<file path="config.mk">
export PLATFORM = sky130hd
export DESIGN_NAME = wakeup_queue
export DESIGN_NICKNAME = d
export VERILOG_FILES = /design/src/rtl/wakeup_queue.sv
export SDC_FILE = /design/constraint.sdc
export NUM_CORES = 1
export LEC_CHECK = 0
export ABC_AREA = 1
export BUFFER_PORTS_ARGS = -buffer_cell sky130_fd_sc_hd__buf_2
export CORE_ASPECT_RATIO = 0.6
export CORE_MARGIN = 5
export CORE_UTILIZATION = 40
export DETAILED_ROUTE_END_ITERATION = 8
export PLACE_DENSITY = 0.69
export SLEW_MARGIN = 10
export SYNTH_ARGS = -nofsm -noshare
export SYNTH_HDL_FRONTEND = slang
export SYNTH_SLANG_ARGS = --single-unit
</file>
<file path="constraint.sdc">
create_clock -name clk -period 4.2 [get_ports clk]
set_clock_uncertainty 0.05 [all_clocks]
set_input_delay 0 -clock clk [delete_from_list [all_inputs] [get_ports clk]]
set_output_delay 0 -clock clk [all_outputs]
set_load 0.05 [all_outputs]
</file>
<file path="src/rtl/wakeup_queue.sv">
// Out-of-order wakeup/issue queue: entries wait on producer slot bits and issue lowest-index-first once clear.
// Optional macro WAKEUP_BYPASS_EN lets an entry issue in the same cycle its last wakeup arrives.
module wakeup_queue #(
  parameter int NUM_FUS = 2,
  parameter int DEPTH   = 4,
  parameter int TAG_W   = 6,
  localparam int LW     = 2 * NUM_FUS,
  localparam int IW     = $clog2(DEPTH),
  localparam int CW     = $clog2(DEPTH) + 1
) (
  input  logic             clk,
  input  logic             rst_n,
  input  logic             dispatch_valid,
  input  logic             src1_dp_en,
  input  logic             src2_dp_en,
  input  logic [LW-1:0]    src1_dp_loc,
  input  logic [LW-1:0]    src2_dp_loc,
  input  logic [TAG_W-1:0] dispatch_tag,
  output logic             entry_free,
  input  logic [LW-1:0]    wakeup_vec,
  output logic             issue_valid,
  input  logic             issue_ready,
  output logic [TAG_W-1:0] issue_tag,
  output logic [CW-1:0]    occupancy
);

  logic [DEPTH-1:0] ent_vld;
  logic [LW-1:0]    src1_mask [DEPTH];
  logic [LW-1:0]    src2_mask [DEPTH];
  logic [TAG_W-1:0] ent_tag   [DEPTH];

  logic [DEPTH-1:0] ready_vec;
  logic [IW-1:0]    issue_idx;
  logic [IW-1:0]    free_idx;
  logic             do_dispatch;
  logic             do_issue;
  logic [LW-1:0]    src1_wr;
  logic [LW-1:0]    src2_wr;

  function automatic logic [IW-1:0] first_set(input logic [DEPTH-1:0] v);
    first_set = '0;
    for (int i = DEPTH - 1; i >= 0; i--) begin
      if (v[i]) first_set = IW'(i);
    end
  endfunction

  always_comb begin
    ready_vec = '0;
    for (int i = 0; i < DEPTH; i++) begin
`ifdef WAKEUP_BYPASS_EN
      ready_vec[i] = ent_vld[i] &&
                     ((src1_mask[i] & ~wakeup_vec) == '0) &&
                     ((src2_mask[i] & ~wakeup_vec) == '0);
`else
      ready_vec[i] = ent_vld[i] && (src1_mask[i] == '0) && (src2_mask[i] == '0);
`endif
    end
  end

  always_comb begin
    occupancy = '0;
    for (int i = 0; i < DEPTH; i++) begin
      occupancy = occupancy + CW'(ent_vld[i]);
    end
  end

  assign entry_free  = |(~ent_vld);
  assign free_idx    = first_set(~ent_vld);
  assign issue_idx   = first_set(ready_vec);
  assign issue_valid = |ready_vec;
  assign issue_tag   = issue_valid ? ent_tag[issue_idx] : '0;
  assign do_dispatch = dispatch_valid & entry_free;
  assign do_issue    = issue_valid & issue_ready;

  // A wakeup landing in the dispatch cycle is folded into the written mask.
  assign src1_wr = src1_dp_en ? (src1_dp_loc & ~wakeup_vec) : '0;
  assign src2_wr = src2_dp_en ? (src2_dp_loc & ~wakeup_vec) : '0;

  // Entry state: the dispatch slot is always invalid, so it never collides with the issue slot.
  always_ff @(posedge clk or negedge rst_n) begin
    if (!rst_n) begin
      ent_vld <= '0;
      for (int i = 0; i < DEPTH; i++) begin
        src1_mask[i] <= '0;
        src2_mask[i] <= '0;
        ent_tag[i]   <= '0;
      end
    end else begin
      for (int i = 0; i < DEPTH; i++) begin
        src1_mask[i] <= src1_mask[i] & ~wakeup_vec;
        src2_mask[i] <= src2_mask[i] & ~wakeup_vec;
        if (do_issue && (issue_idx == IW'(i))) begin
          ent_vld[i] <= 1'b0;
        end
        if (do_dispatch && (free_idx == IW'(i))) begin
          ent_vld[i]   <= 1'b1;
          src1_mask[i] <= src1_wr;
          src2_mask[i] <= src2_wr;
          ent_tag[i]   <= dispatch_tag;
        end
      end
    end
  end

endmodule

</file>
==> results.json <==
{
  "fillers": 706,
  "finalCritPeriodShare_pct": 57.02,
  "routed_wl_mm": 7.728,
  "track_usage_pct": 17.96,
  "grt_pass1_wl_mm": 12.99,
  "finalMaxSlewViolations": 0,
  "synthTopCellsByArea": "dfrtp_1 50%, nand3_1 12%, nand2_1 7.0%",
  "die_x_um": 121.9,
  "fin_tns_setup_ns": 0,
  "worstPathMaxFanout": 6,
  "synth_top_cell_area_share_pct": 49.96,
  "critPathArrivalTime_ns": 2.34,
  "fin_crit_ns": 2.395,
  "setup_viol": 0,
  "dr.pass1.iters": 5,
  "initial_core_util_pct": 41.19,
  "fmax_ghz": 0.4176,
  "cts.sinks": 60,
  "final_layout_size_suffix_gt1_share_pct": 18.38,
  "worstMarginPinSlew_ns": 1.117,
  "core_area_mm2": 0.007297,
  "cts_tree": "yes",
  "ys_ff_latch": 60,
  "power_density_mw_per_mm2": 902.3,
  "ir_drop_mv": 0.4748,
  "place_hpwl_mm": 5.289,
  "vias": 2644,
  "cts_buffer_depth": 2,
  "htreeDepth": 3,
  "cts_made_buffers": 9,
  "crit_path_end_kind": "primary output",
  "critPathLaunchType": "flip-flop",
  "remaining_drc_errors": 0,
  "crit_chain": "nor2_1 > nand3_1 > nor2_1 > nand2_1 > inv_1 > nand3_1 > nand2_1 > inv_1 > a21oi_1 > buf_2",
  "critPathMaxStageDelay_ns": 0.37,
  "worstSetupPathType": "flip-flop to primary output",
  "drt_iter0_drc": 210,
  "place_congestion": 0.8380,
  "io_buffer_count": 34,
  "synth_fp_nets": 389,
  "layout_commonest_cell": "nand3_1",
  "vias_per_cell": 5.164,
  "syn_inst": 361,
  "required_ns": 4.15,
  "grt_pass1_vias": 2515,
  "critical_path.top_delay_family": "simple AND/OR/NAND/NOR gates",
  "hp-class": "input port to flip-flop",
  "finalHoldViolations": 0,
  "die_y_um": 77.14,
  "wl_per_cell_um": 15.09,
  "diodes": 0,
  "ant_nets": 0,
  "critPathSlowestCell": "dfrtp_1",
  "netlist_area_mm2": 0.003005,
  "root_buffer": "clkbuf_16",
  "clk_latency_ns": 0.33,
  "ys_types": 29,
  "area_delta_synth_final_pct": 19.57,
  "leakage_nw": 1.772,
  "grt-ovfl-total": 0,
  "die_area_mm2": 0.009404,
  "synth.yosys.seq_area_share_pct": 49.96,
  "rsz0062_at_grt": "no",
  "grt_max_degree": 61,
  "nNetsFinal": 431,
  "finalCoreUtilization_pct": 49.25,
  "maxCapViolations": 0,
  "yosysTopAreaCell": "dfrtp_1",
  "cp_num_buf_inv": 3,
  "antenna_found_initial": 0,
  "rows": 24,
  "layout_common_cells": "73 x nand3_1, 60 x dfrtp_1, 56 x nand2_1, 39 x inv_1, 38 x o21ai_0",
  "design_area_mm2": 0.003593,
  "avgSynthCellArea_um2": 8.325,
  "yosys_warnings": 0,
  "status": "finished clean",
  "slew_headroom_pct": 25.49,
  "place_area_mm2": 0.003201,
  "path_clk_slew_ns": 0.05,
  "pin_count": 35
}
## per-stage QoR
stage	cells	power (mW)	worst slack, ns	hold WS (ns)
2_1_floorplan	361	2.179	2.226	-0.3456
3_3_place_gp	487	2.444	2.079	0.1524
3_5_place_dp	487	2.483	1.966	0.1577
4_1_cts	512	3.246	1.873	0.001287
5_1_grt	512	3.452	1.719	0.01886
6_report	512	3.242	1.805	0.01047
## state kept, by name (all words and copies together) (netlist names)
register	flops
ent_vld	4
src2_mask	16
src1_mask	16
ent_tag	24
## cell type report
class	count	area [um^2]	share of cell area (%)
Sequential cell	60	1501	41.78
Multi-Input combinational cell	239	1207	33.60
Timing Repair Buffer	44	267.8	7.451
Clock buffer	11	252.7	7.033
Inverter	49	183.9	5.118
Tap cell	104	130.1	3.621
Clock inverter	5	50.05	1.393
## where the power goes
group / switching (mW) / internal (mW)
sequential: 0.110 / 0.734
combinational: 1.25 / 0.412
clock: 0.254 / 0.486
total: 1.61 / 1.63
## logic make-up after synthesis
kind of cell	count (synthesis)	share of synthesized area [%]
simple gates	168	26.10
compound gates	67	12.03
buf+inv	62	9.991
flops	60	49.96
fa+ha+maj	4	1.915
## per-layer routing
layer  up-vias  global-route usage, %  part of all wire, %
met5         -                      0                    0
met4         0                  7.942                  2.1
met3        17                  6.691                  8.2
met2       106                  23.90                   41
met1      1248                  25.71                   48
li1       1273                      -                    -
## path summary, 6_finish.rpt
check	to	slack, ns	startpoint	cells past startpoint
min in group asynchronous	src1_mask[2]	0.32	rst_n	3
min	src2_mask[11]	0.01	src2_dp_loc[3]	3
max	issue_tag[3]	1.81	src1_mask[1]	10
max reg2reg	ent_tag[14]	1.90	ent_vld[0]	6
min reg2reg	ent_tag[12]	0.44	ent_tag[12]	2
max in group asynchronous	ent_tag[4]	3.28	rst_n	3
## worst min-delay path, delay by kind of cell
| family | cells | cell delay, ns |
|---|---|---|
| buf+inv | 1 | 0.10 |
| simple gates | 1 | 0.15 |
| compound gates | 1 | 0.10 |
## what timing repair did
item	CTS	global route
hold buffers	9	0
resized for setup	0	0
endpoints found under the hold margin	89	0
setup buffers	0	0
## cell usage after synthesis (all sizes together)
master  number
nand3       75
dfrtp       60
o21ai       60
nand2       58
inv         45
nor2        27
buf         11
a21oi        7
nor3         5
clkinv       4
ha           3
clkbuf       2
fa           1
nand4        1
nor4         1
or2          1
(Power assumes the default switching activity.)
